[src/rtl/chip8_mem_pkg.sv]
// Shared constants for the Chip-8 work RAM arbiter: bus widths, grant ids
// and FSM state encoding.
package chip8_mem_pkg;

  localparam int ADDR_W = 12;
  localparam int DATA_W = 8;

  typedef logic [1:0] gnt_t;

  localparam gnt_t GNT_LD  = 2'd0;
  localparam gnt_t GNT_BL  = 2'd1;
  localparam gnt_t GNT_CPU = 2'd2;

  localparam logic [1:0] IDLE    = 2'd0;
  localparam logic [1:0] ISSUE   = 2'd1;
  localparam logic [1:0] CAPTURE = 2'd2;

endpackage

[src/rtl/chip8_rr_pick2.sv]
// Two-way round-robin picker. The last-grant flag lives in the parent so
// it only moves when the parent actually commits a grant.
module chip8_rr_pick2 (
  input  logic req_a,
  input  logic req_b,
  input  logic last_b,
  output logic pick_a,
  output logic pick_b
);

  // a wins when alone or when b was served last; b takes everything else
  always_comb begin
    pick_a = req_a && (!req_b || last_b);
    pick_b = req_b && !pick_a;
  end

endmodule

[src/rtl/chip8_ram_arbiter.sv]
// Serialises loader, blitter and CPU accesses onto the single-port 4 KiB
// Chip-8 work RAM and drops CPU writes into the interpreter/font area.
//
// state   | meaning
// --------+------------------------------------------------------------
// IDLE    | waiting for a request; ack of the previous access is visible
// ISSUE   | RAM samples ram_addr/ram_wr/ram_in on the closing edge
// CAPTURE | ram_out valid; register rdata and pulse the granted ack
module chip8_ram_arbiter #(
  parameter int                          ADDR_W      = chip8_mem_pkg::ADDR_W,
  parameter int                          DATA_W      = chip8_mem_pkg::DATA_W,
  parameter logic [ADDR_W-1:0]           PROTECT_TOP = 12'h180
) (
  input  logic              clk,
  input  logic              res_n,
  input  logic              ld_req,
  input  logic              ld_we,
  input  logic [ADDR_W-1:0] ld_addr,
  input  logic [DATA_W-1:0] ld_wdata,
  output logic              ld_ack,
  input  logic              bl_req,
  input  logic [ADDR_W-1:0] bl_addr,
  output logic              bl_ack,
  input  logic              cpu_req,
  input  logic              cpu_we,
  input  logic [ADDR_W-1:0] cpu_addr,
  input  logic [DATA_W-1:0] cpu_wdata,
  output logic              cpu_ack,
  output logic [DATA_W-1:0] rdata,
  output logic              ram_en,
  output logic              ram_wr,
  output logic [ADDR_W-1:0] ram_addr,
  output logic [DATA_W-1:0] ram_in,
  input  logic [DATA_W-1:0] ram_out,
  output logic              protect_err,
  output logic              busy
);

  import chip8_mem_pkg::*;

  logic [1:0] state;
  gnt_t       gnt;
  logic       last_cpu;
  logic       is_wr;
  logic       prot;
  logic       pick_bl;
  logic       pick_cpu;
  logic       cpu_prot_wr;

  chip8_rr_pick2 u_pick (
    .req_a  (bl_req),
    .req_b  (cpu_req),
    .last_b (last_cpu),
    .pick_a (pick_bl),
    .pick_b (pick_cpu)
  );

  assign cpu_prot_wr = cpu_we && (cpu_addr < PROTECT_TOP);

  // Access sequencer: grant in IDLE, issue to RAM, capture and acknowledge.
  // busy is raised with the grant and dropped only in an IDLE cycle with no
  // new grant, so it spans ISSUE, CAPTURE and the ack cycle.
  always_ff @(posedge clk or negedge res_n) begin
    if (!res_n) begin
      state       <= IDLE;
      gnt         <= GNT_CPU;
      last_cpu    <= 1'b1;
      is_wr       <= 1'b0;
      prot        <= 1'b0;
      ram_en      <= 1'b0;
      ram_wr      <= 1'b0;
      ram_addr    <= '0;
      ram_in      <= '0;
      rdata       <= '0;
      ld_ack      <= 1'b0;
      bl_ack      <= 1'b0;
      cpu_ack     <= 1'b0;
      protect_err <= 1'b0;
      busy        <= 1'b0;
    end else begin
      ld_ack      <= 1'b0;
      bl_ack      <= 1'b0;
      cpu_ack     <= 1'b0;
      protect_err <= 1'b0;
      case (state)
        IDLE: begin
          if (ld_req) begin
            ram_addr <= ld_addr;
            ram_in   <= ld_wdata;
            ram_wr   <= ld_we;
            ram_en   <= 1'b1;
            is_wr    <= ld_we;
            prot     <= 1'b0;
            gnt      <= GNT_LD;
            busy     <= 1'b1;
            state    <= ISSUE;
          end else if (pick_bl) begin
            ram_addr <= bl_addr;
            ram_wr   <= 1'b0;
            ram_en   <= 1'b1;
            is_wr    <= 1'b0;
            prot     <= 1'b0;
            gnt      <= GNT_BL;
            last_cpu <= 1'b0;
            busy     <= 1'b1;
            state    <= ISSUE;
          end else if (pick_cpu) begin
            // a protected write runs the full sequence with the RAM disabled
            ram_addr <= cpu_addr;
            ram_in   <= cpu_wdata;
            ram_wr   <= cpu_we && !cpu_prot_wr;
            ram_en   <= !cpu_prot_wr;
            is_wr    <= cpu_we;
            prot     <= cpu_prot_wr;
            gnt      <= GNT_CPU;
            last_cpu <= 1'b1;
            busy     <= 1'b1;
            state    <= ISSUE;
          end else begin
            ram_en   <= 1'b0;
            busy     <= 1'b0;
          end
        end
        ISSUE: begin
          ram_wr <= 1'b0;
          state  <= CAPTURE;
        end
        CAPTURE: begin
          if (!is_wr) rdata <= ram_out;
          ld_ack      <= (gnt == GNT_LD);
          bl_ack      <= (gnt == GNT_BL);
          cpu_ack     <= (gnt == GNT_CPU);
          protect_err <= prot;
          ram_en      <= 1'b0;
          state       <= IDLE;
        end
        default: begin
          ram_en <= 1'b0;
          ram_wr <= 1'b0;
          state  <= IDLE;
        end
      endcase
    end
  end

endmodule

[config.mk]
export PLATFORM = sky130hd
export DESIGN_NAME = chip8_ram_arbiter
export DESIGN_NICKNAME = d
export VERILOG_FILES = /design/src/rtl/chip8_mem_pkg.sv /design/src/rtl/chip8_rr_pick2.sv /design/src/rtl/chip8_ram_arbiter.sv
export SDC_FILE = /design/constraint.sdc
export NUM_CORES = 1
export LEC_CHECK = 0
export ABC_CLOCK_PERIOD_IN_PS = 2100
export CAP_MARGIN = 40
export CELL_PAD_IN_SITES_DETAIL_PLACEMENT = 0
export CELL_PAD_IN_SITES_GLOBAL_PLACEMENT = 2
export CORE_AREA = 5 5 100 102
export DETAILED_ROUTE_END_ITERATION = 16
export DIE_AREA = 0 0 105 107
export GPL_ROUTABILITY_DRIVEN = 0
export PLACE_DENSITY_LB_ADDON = 0.1
export SYNTH_ARGS = -nofsm -noshare
export SYNTH_HDL_FRONTEND = slang
export SYNTH_SLANG_ARGS = --single-unit
[constraint.sdc]
create_clock -name clk -period 2.1 [get_ports clk]
set_clock_uncertainty 0.1 [all_clocks]
set_input_delay 0.42 -clock clk [delete_from_list [all_inputs] [get_ports clk]]
set_output_delay 0.42 -clock clk [all_outputs]
set_load 0.01 [all_outputs]
==> impl_metrics.toml, run 1 <==
[die]
overall_die_height_um = 107
row_count = 35
effective_utilization_at_floorplan = 0.2209
num_io_pins = 102
die_width_um = 105
die_area_um2 = 11240
core-area_um2 = 9021

[run_status]
violations_in_the_final_reports = "negative hold slack"
outcome = "complete, but fails checks"

[yosys]
postSynthNetCount = 242
post-synth-top-area-cell = "sky130_fd_sc_hd__dfrtp_1"
synth_top_cell_area_share = 0.5022
ys_ff_latch = 42
yosys-top-cells-area = "sky130_fd_sc_hd__dfrtp_1 50%, sky130_fd_sc_hd__mux2i_1 10%, sky130_fd_sc_hd__o211ai_2 6.3%, sky130_fd_sc_hd__nand2_1 4.9%, sky130_fd_sc_hd__mux2_2 4.5%"
yosys-top-cells-count = "40 x sky130_fd_sc_hd__dfrtp_1, 26 x sky130_fd_sc_hd__nand2_1, 20 x sky130_fd_sc_hd__mux2i_1"
syn-cell-area_um2 = 1993
synthArstFlopShare = 1.000
syn-mean-instance-area_um2 = 11.39
synth_cells = 175
ys.warnings.count = 0
synth_sequential_area_ratio = 0.5286
synth_most_common_cell = "sky130_fd_sc_hd__dfrtp_1"
synth-main-ff-cell = "sky130_fd_sc_hd__dfrtp_1"
synth-edff-count = 0
count_of_cell_types_in_the_netlist = 37

[sta]
grt_setup_unrepaired = "no"
hold-worst-slack_ns = -0.001595
timing.fmax_ghz = 0.5676
post-route-min-period_ns = 1.762
total_count_of_max_transition_violations_in_the_final_report = 0
tightest_slew_ns = 0.5482
setup_viol_count_final = 0
timing.slew.headroom = 0.6346
final.setup.tns_ns = 0
final_critical_path_setup_slack_ns = 0.3381
final-hold-violation-count = 1
layout_worst_path_cycle_share = 0.8390

[placed_design]
hpwl_mm = 4.651
worst_slack_after_detailed_placement_ns = 0.007420
io_buffers = 101
postPlaceCellArea_um2 = 3181

[grt]
first_global_vias = 1826
grt_remaining_overflow = 0
wire_length_of_the_first_global_routing_pass_mm = 9.446
grt_usage = 0.1068
pin_count_of_the_biggest_net_entering_global_routing = 24
antenna_violations_before_repair = 0

[route]
drt_iter0_markers = 28
routed_wire_length_per_instance_um = 15.15
postRouteAntennaNets = 0
drt_first_pass_iters = 4
routed_via_density = 4.246
dr_total_vias = 1690
drc = 0
detail_route.wirelength_mm = 6.031

[run]
maxCapViolations = 0

[clocking]
cts-resized-gates = 0
clk_sinks = 42
clk_pin_slew_ns = 0.09
clock_tree.buffer_depth = 2
clockRootBuffer = "sky130_fd_sc_hd__clkbuf_8"
clock_buffers_created_by_tritoncts = 5
cts.hold.buffers_added = 0
ctsHtreeMaxLevel = 2
clock_tree_from_tritoncts = "built"
clk-insertion-delay-late_ns = 0.30
postCtsSetupBuffers = 0

[critical_path]
cp-end-kind = "flip-flop"
timing.critical_path.slowest_stage_cell = "sky130_fd_sc_hd__clkdlybuf4s50_1"
startpoint_type = "input port"
critical_path.cell_chain = "clkdlybuf4s50_1, nor2b_1, nand2b_2, buf_12, mux2i_1, o211ai_1"
cp_slowest_stage_delay_ns = 0.56
cp.required_ns = 2.17
crit_type = "input port to flip-flop"
worstPathMaxFanout = 12
worst-endpoint-arrival_ns = 1.84

[power_and_ir_drop]
peakVddDrop_mv = 0.3053
total_leakage_power_nw = 1.397
power-per-cell-area_nw_per_um2 = 1180

[layout]
final_util = 0.3631
antenna_cells_inserted = 0
postLayoutCellArea_um2 = 3276
total_number_of_nets_in_the_final_design = 353
area_growth_pct = 64.34
drive_above_1_share = 0.1707

[min_path]
timing.hold.worst.class = "input port to asynchronous set/reset pin"
## report_power, final
part           switching (mW)  internal, mW
Sequential              0.220          1.19
Clock                   0.283         0.264
Combinational           0.850          1.06
Total                    1.35          2.51
## worst max-delay path, delay by kind of cell
kind / cells / cell delay (ns)
simple gates: 2 / 0.36
compound gates: 1 / 0.10
buf+inv: 2 / 0.71
mux: 1 / 0.24
## state kept, by name (all words and copies together), names as in the netlist, 2 cells and up
name      count
rdata         8
ram_in        8
gnt           2
state         2
ram_addr     12
## routing by layer
| layer | global-route usage | vias to the layer above | wire [um] |
|---|---|---|---|
| li1 | - | 840 | - |
| met1 | 0.1336 | 784 | 2610 |
| met2 | 0.1677 | 61 | 2870 |
| met3 | 0.04455 | 5 | 489 |
| met4 | 0.03288 | 0 | 61 |
| met5 | 0 | - | 0 |
## placed cells by master, fill, tap and decap left out, types with 2 or more instances in the layout
| cell type | instances |
|---|---|
| sky130_fd_sc_hd__clkdlybuf4s50_1 | 100 |
| sky130_fd_sc_hd__dfrtp_1 | 40 |
| sky130_fd_sc_hd__nand2_1 | 26 |
| sky130_fd_sc_hd__mux2i_1 | 20 |
| sky130_fd_sc_hd__nand3_1 | 12 |
| sky130_fd_sc_hd__buf_4 | 11 |
| sky130_fd_sc_hd__o211ai_2 | 10 |
| sky130_fd_sc_hd__mux2_2 | 8 |
| sky130_fd_sc_hd__o21ai_0 | 8 |
| sky130_fd_sc_hd__clkbuf_8 | 6 |
| sky130_fd_sc_hd__nor2_1 | 5 |
| sky130_fd_sc_hd__o21ai_1 | 4 |
| sky130_fd_sc_hd__nor2b_1 | 3 |
| sky130_fd_sc_hd__inv_1 | 2 |
| sky130_fd_sc_hd__nand2b_1 | 2 |
| sky130_fd_sc_hd__nor3b_1 | 2 |
| sky130_fd_sc_hd__a21oi_1 | 2 |
| sky130_fd_sc_hd__a31oi_1 | 2 |
| sky130_fd_sc_hd__o211ai_1 | 2 |
| sky130_fd_sc_hd__dfstp_2 | 2 |
## final timing paths
check	from	to	slack [ns]	depth (start not counted)
max reg2reg	state[0]	rdata[0]	0.48	3
min	res_n	rdata[5]	-0.002	1
min reg2reg	busy	busy	0.38	2
max in group asynchronous	res_n	ram_in[1]	1.34	2
max	cpu_req	ram_addr[1]	0.34	6
min in group clk	busy	busy	0.38	2
## cells by family after synthesis
family / Yosys count / share of synthesized area
AO/OA/AOI/OAI: 35 / 0.1419
flip-flops: 42 / 0.5286
AND/OR/NAND/NOR: 57 / 0.1406
multiplexers: 29 / 0.1532
buffers and inverters: 12 / 0.03578
## per-stage QoR
stage,hold slack (ns),std cells,power (mW)
floorplan,0.02441,175,2.349
global placement,0.3529,390,3.388
detailed placement,0.3483,390,3.381
CTS,0.01431,398,3.958
global route,0.03911,398,4.161
finish,-0.001595,398,3.867
## cell type report
type / count / area, um^2
Fill cell: 902 / 5746
Timing Repair Buffer: 113 / 1109
Sequential cell: 42 / 1054
Multi-Input combinational cell: 121 / 868.3
Tap cell: 111 / 138.9
Clock buffer: 6 / 82.58
Clock inverter: 2 / 12.51
Inverter: 3 / 11.26
No activity file was read; power rests on OpenSTA's default activity.
==> run 2: changes to the inputs <==
--- a/config.mk
+++ b/config.mk
@@ -5,13 +5,13 @@
 export SDC_FILE = /design/constraint.sdc
 export NUM_CORES = 1
 export LEC_CHECK = 0
-export ABC_CLOCK_PERIOD_IN_PS = 2100
+export ABC_CLOCK_PERIOD_IN_PS = 1600
 export CAP_MARGIN = 40
 export CELL_PAD_IN_SITES_DETAIL_PLACEMENT = 0
 export CELL_PAD_IN_SITES_GLOBAL_PLACEMENT = 2
-export CORE_AREA = 5 5 100 102
+export CORE_AREA = 5 5 104 106
 export DETAILED_ROUTE_END_ITERATION = 16
-export DIE_AREA = 0 0 105 107
+export DIE_AREA = 0 0 109 111
 export GPL_ROUTABILITY_DRIVEN = 0
 export PLACE_DENSITY_LB_ADDON = 0.1
 export SYNTH_ARGS = -nofsm -noshare
==> constraint.sdc (replaced) <==
create_clock -name clk -period 1.6 [get_ports clk]
set_clock_uncertainty 0.1 [all_clocks]
set_input_delay 0.32 -clock clk [delete_from_list [all_inputs] [get_ports clk]]
set_output_delay 0.32 -clock clk [all_outputs]
set_load 0.01 [all_outputs]
==> run 2 against run 1 <==
The flow now finishes without violations. Hold slack better by 0.38 ns. Count of clock-buffer cells in the layout is 1 higher. Power is 29% higher. Clock power is 29% higher. Highest routed layer unchanged.
==> impl_metrics.toml, run 2 (synthesized netlist as in run 1, its figures left out) <==
[die]
overall_die_height_um = 111
row_count = 36
core-area_um2 = 9684
die_width_um = 109
die_area_um2 = 12100
effective_utilization_at_floorplan = 0.2058
num_io_pins = 102

[critical_path]
cp.required_ns = 1.18
worst-endpoint-arrival_ns = 1.13
worstPathMaxFanout = 1
regToRegSetupSlack_ns = 0.08
worst-path-buf-inv = 1
critical-path-top-delay-family = "buffers and inverters"
cp_slowest_stage_delay_ns = 0.53
cp-end-kind = "output pin"
critical_path.cell_chain = "clkdlybuf4s50_1"
timing.critical_path.slowest_stage_cell = "sky130_fd_sc_hd__clkdlybuf4s50_1"
startpoint_type = "flip-flop"
crit_type = "flip-flop to output pin"

[grt]
pin_count_of_the_biggest_net_entering_global_routing = 43
first_global_vias = 1966
wire_length_of_the_first_global_routing_pass_mm = 10.19
grt_remaining_overflow = 0
antenna_violations_before_repair = 0
grt_usage = 0.1091

[clocking]
clock_tree.buffer_depth = 2
clk-insertion-delay-late_ns = 0.29
ctsHtreeMaxLevel = 2
clock_tree_from_tritoncts = "built"
clockRootBuffer = "sky130_fd_sc_hd__clkbuf_8"
clock_buffers_created_by_tritoncts = 5
clk_pin_slew_ns = 0.09
postCtsSetupBuffers = 0
clk_sinks = 42

[route]
drt_first_pass_iters = 4
drc = 0
detail_route.wirelength_mm = 6.381
routed_via_density = 4.046
postRouteAntennaNets = 0
drt_iter0_markers = 65
dr_total_vias = 1744
routed_wire_length_per_instance_um = 14.81

[placed_design]
placed_cells = 423
io_buffers = 101
hpwl_mm = 4.913

[layout]
drive_above_1_share = 0.2013
final_util = 0.3516
area_growth_pct = 70.81
max_flop_register = "ram_addr"
total_number_of_nets_in_the_final_design = 365
largest_register_ff_count = 12
layout.cells.most_common_list = "64 x sky130_fd_sc_hd__clkdlybuf4s50_1, 40 x sky130_fd_sc_hd__dfrtp_1, 34 x sky130_fd_sc_hd__dlygate4sd2_1"
antenna_cells_inserted = 0
layout.cells.most_common = "sky130_fd_sc_hd__clkdlybuf4s50_1"
final_cells = 431
reg.largest.list = "ram_addr: 12 flops, ram_in: 8 flops, rdata: 8 flops"

[min_path]
timing.hold.worst.class = "flip-flop to flip-flop"

[power_and_ir_drop]
peakVddDrop_mv = 0.4299
power-per-cell-area_nw_per_um2 = 1465
total_leakage_power_nw = 1.564

[run]
maxCapViolations = 0

[sta]
layout_worst_path_cycle_share = 0.9672
setup_viol_count_final = 0
timing.slew.headroom = 0.7496
timing.fmax_ghz = 0.6462
total_count_of_max_transition_violations_in_the_final_report = 0
grt_setup_unrepaired = "no"
tightest_slew_ns = 0.3742
post-route-min-period_ns = 1.548
final-hold-violation-count = 0

[run_status]
outcome = "complete, no violations"
-- run 2: worst reg2reg max path, delay by kind of cell (launching register included) --
family | cells | cell delay [ns]
AND/OR/NAND/NOR | 2 | 0.73
flip-flops | 1 | 0.41
AO/OA/AOI/OAI | 1 | 0.21
-- run 2: path summary, 6_finish.rpt --
kind / cells after the start / endpoint / start
max: 1 / ld_ack / ld_ack
min: 2 / ram_in[4] / ram_in[4]
max reg2reg: 3 / ram_addr[1] / state[0]
min reg2reg: 2 / ram_in[4] / ram_in[4]
max in group asynchronous: 3 / gnt[1] / res_n
min in group asynchronous: 3 / busy / res_n
-- run 2: report_power, final --
| group | switching, mW | internal [mW] | leakage, nW |
|---|---|---|---|
| clock network | 0.365 | 0.343 | 0.0443 |
| logic | 1.19 | 1.26 | 1.00 |
| registers | 0.270 | 1.56 | 0.516 |
| total | 1.82 | 3.17 | 1.56 |
-- run 2: area by class of cell --
| class | count | area (um^2) |
|---|---|---|
| clock buffer | 7 | 86.33 |
| fill | 997 | 6280 |
| inverter | 3 | 11.26 |
| multi-input combinational | 121 | 898.4 |
| sequential | 42 | 1054 |
| tap | 133 | 166.4 |
| timing repair buffer | 125 | 1189 |
-- run 2: metal layers --
metal  vias to the layer above  share of wire  track usage
li1                        870              -            -
met1                       815           0.43       0.1373
met2                        55           0.48       0.1691
met3                         4          0.085      0.04543
met4                         0         0.0080      0.03283
met5                         -              0            0
-- run 2: stage by stage --
step | cell area (um^2) | setup TNS [ns] | setup WS, ns | total power, mW | hold slack [ns]
detailed placement | 3316 | -8.498 | -0.4267 | 4.614 | 0.2242
global route | 3405 | 0 | 0.003173 | 5.381 | 0.4055
CTS | 3400 | 0 | 0.02394 | 5.095 | 0.3747
finish | 3405 | 0 | 0.05249 | 4.989 | 0.3796
floorplan | 1993 | 0 | 0.08746 | 3.084 | -0.07559
global placement | 3316 | -8.592 | -0.4084 | 4.622 | 0.2240
-- run 2: repair_timing --
item                       in CTS  in global routing
hold endpoints to repair       40                  0
setup endpoints to repair      49                  5
hold buffers                    1                  0
resized for setup              39                  2
pin swaps                       1                  3
==> run 3: changes to the inputs <==
--- a/config.mk
+++ b/config.mk
@@ -17,3 +17,4 @@
 export SYNTH_ARGS = -nofsm -noshare
 export SYNTH_HDL_FRONTEND = slang
 export SYNTH_SLANG_ARGS = --single-unit
+export TNS_END_PERCENT = 10
==> run 3 against run 2 <==
Critical path depth did not move. Via count rose by 1.0%. Die area did not move. Non-clock buffer count rose by 1. Clock power barely moved. Count of clock-buffer cells in the layout did not move. Sequential cell count did not move. Register-to-register slack barely moved. Hold slack got worse by 0.068 ns. Power rose by 0.47%. First-iteration DRC count fell by 4.6%. Critical endpoint unchanged. Highest routed layer unchanged.
==> impl_metrics.toml, run 3 (synthesized netlist as in run 1, its figures left out) <==
[sta]
final_critical_path_setup_slack_ns = 0.05152
final-hold-violation-count = 0
tightest_slew_ns = 0.3760
setup_viol_count_final = 0
layout_worst_path_cycle_share = 0.9678
total_count_of_max_transition_violations_in_the_final_report = 0
grt_setup_unrepaired = "no"
timing.slew.headroom = 0.7484
timing.fmax_ghz = 0.6458
post-route-min-period_ns = 1.548

[grt]
globalRouteMet3Util = 0.04543
wire_length_of_the_first_global_routing_pass_mm = 10.22
grt_usage = 0.1093
antenna_violations_before_repair = 0
grt_remaining_overflow = 0
globalRouteMet1Util = 0.1380
groute.layer.met2.usage = 0.1691
first_global_vias = 1974
gr-max-usage-layer = "met2"
pin_count_of_the_biggest_net_entering_global_routing = 43

[die]
effective_utilization_at_floorplan = 0.2058
die_width_um = 109
num_io_pins = 102
core-area_um2 = 9684
row_count = 36
die_area_um2 = 12100
overall_die_height_um = 111

[layout]
largest_register_ff_count = 12
antenna_cells_inserted = 0
multiInputGateArea_um2 = 905.9
total_number_of_nets_in_the_final_design = 367
area_growth_pct = 71.94
fillCellCount = 999
max_flop_register = "ram_addr"
final_cells = 433
layout.cells.most_common_list = "64 x sky130_fd_sc_hd__clkdlybuf4s50_1, 40 x sky130_fd_sc_hd__dfrtp_1, 32 x sky130_fd_sc_hd__dlygate4sd2_1"
reg.largest.list = "ram_addr: 12 flops, ram_in: 8 flops, rdata: 8 flops"
seqCellArea_um2 = 1054
drive_above_1_share = 0.2033
layout.cells.most_common = "sky130_fd_sc_hd__clkdlybuf4s50_1"
postLayoutCellArea_um2 = 3427

[power_and_ir_drop]
peakVddDrop_mv = 0.4387
totalPowerFinal_mw = 5.013
power-per-cell-area_nw_per_um2 = 1463
total_leakage_power_nw = 1.590

[clocking]
clock_tree.buffer_depth = 2
clk_pin_slew_ns = 0.08
clk-insertion-delay-late_ns = 0.29
clockRootBuffer = "sky130_fd_sc_hd__clkbuf_8"
clock_buffers_created_by_tritoncts = 5
ctsHtreeMaxLevel = 2
clock_tree_from_tritoncts = "built"
clk_sinks = 42

[critical_path]
critical-path-top-delay-family = "buffers and inverters"
timing.critical_path.slowest_stage_cell = "sky130_fd_sc_hd__clkdlybuf4s50_1"
startpoint_type = "flip-flop"
cp_slowest_stage_delay_ns = 0.53
critical_path.cell_chain = "clkdlybuf4s50_1"
worstPathMaxFanout = 1
worst-path-buf-inv = 1
reg2reg_depth = 5
cp.required_ns = 1.18
crit_type = "flip-flop to output pin"
regToRegSetupSlack_ns = 0.09
r2r-end = "prot"
worstReg2RegStart = "last_cpu"
cp-end-kind = "output pin"
worst-endpoint-arrival_ns = 1.13

[placed_design]
io_buffers = 101
worst_slack_after_detailed_placement_ns = -0.4267
postPlaceCellArea_um2 = 3316
hpwl_mm = 4.913
placed_cells = 423

[min_path]
timing.hold.worst_endpoint = "last_cpu"
hold_path.startpoint = "bl_req"
whs_path_depth = 2
timing.hold.worst.class = "input port to flip-flop"

[run]
maxCapViolations = 0

[route]
routed_via_density = 4.069
drt_iter0_markers = 62
drt_first_pass_iters = 4
detail_route.wirelength_mm = 6.547
routed_wire_length_per_instance_um = 15.12
dr_total_vias = 1762
postRouteAntennaNets = 0
drc = 0

[run_status]
outcome = "complete, no violations"
[run 3: cell types whose count changed in the layout (fill, tap and decap cells not counted), sizes merged]
cell | before | now
buf | 24 | 25
dlygate4sd2 | 34 | 32
or3 | 1 | 2
dlymetal6s2s | 2 | 4
[run 3: what timing repair did]
item	in CTS	in global routing
buffers inserted	0	1
hold buffers	1	0
endpoints found under the hold margin	40	0
endpoints found under the setup margin	49	15
pin swaps	0	3
gates resized for setup	35	6
cloned	0	1
[run 3: metal layers]
metal | part of all wire | vias to the layer above
li1 | - | 875
met1 | 0.43 | 824
met2 | 0.47 | 59
met3 | 0.084 | 4
met4 | 0.0078 | 0
met5 | 0 | -
[run 3: power by group]
group          internal (mW)  switching [mW]  leakage, nW
Sequential              1.56           0.269        0.516
Clock                  0.343           0.366       0.0443
Combinational           1.27            1.20         1.03
[run 3: per-stage QoR]
step	utilization	hold slack [ns]	TNS (ns)
5_1_grt	0.3539	0.3051	0
3_5_place_dp	0.3424	0.2242	-8.498
2_1_floorplan	-	-0.07559	0
3_3_place_gp	0.3424	0.2240	-8.592
6_report	0.3539	0.3117	0
4_1_cts	0.3503	0.3378	-0.02167
[run 3: worst max path at each step]
stage,startpoint,endpoint,cells after the start
after floorplan,state[0],prot,5
after global placement,cpu_req,ram_addr[4],6
after detailed placement,cpu_req,ram_addr[4],6
after CTS,ld_req,prot,5
after global routing,bl_ack,bl_ack,1
final,ld_ack,ld_ack,1
[run 3: cell type report]
type                       instances  share of cell area
multi-input combinational        122              0.2643
tap                              133             0.04856
sequential                        42              0.3074
clock buffer                       7             0.02519
timing repair buffer             126              0.3512
inverter                           3            0.003286
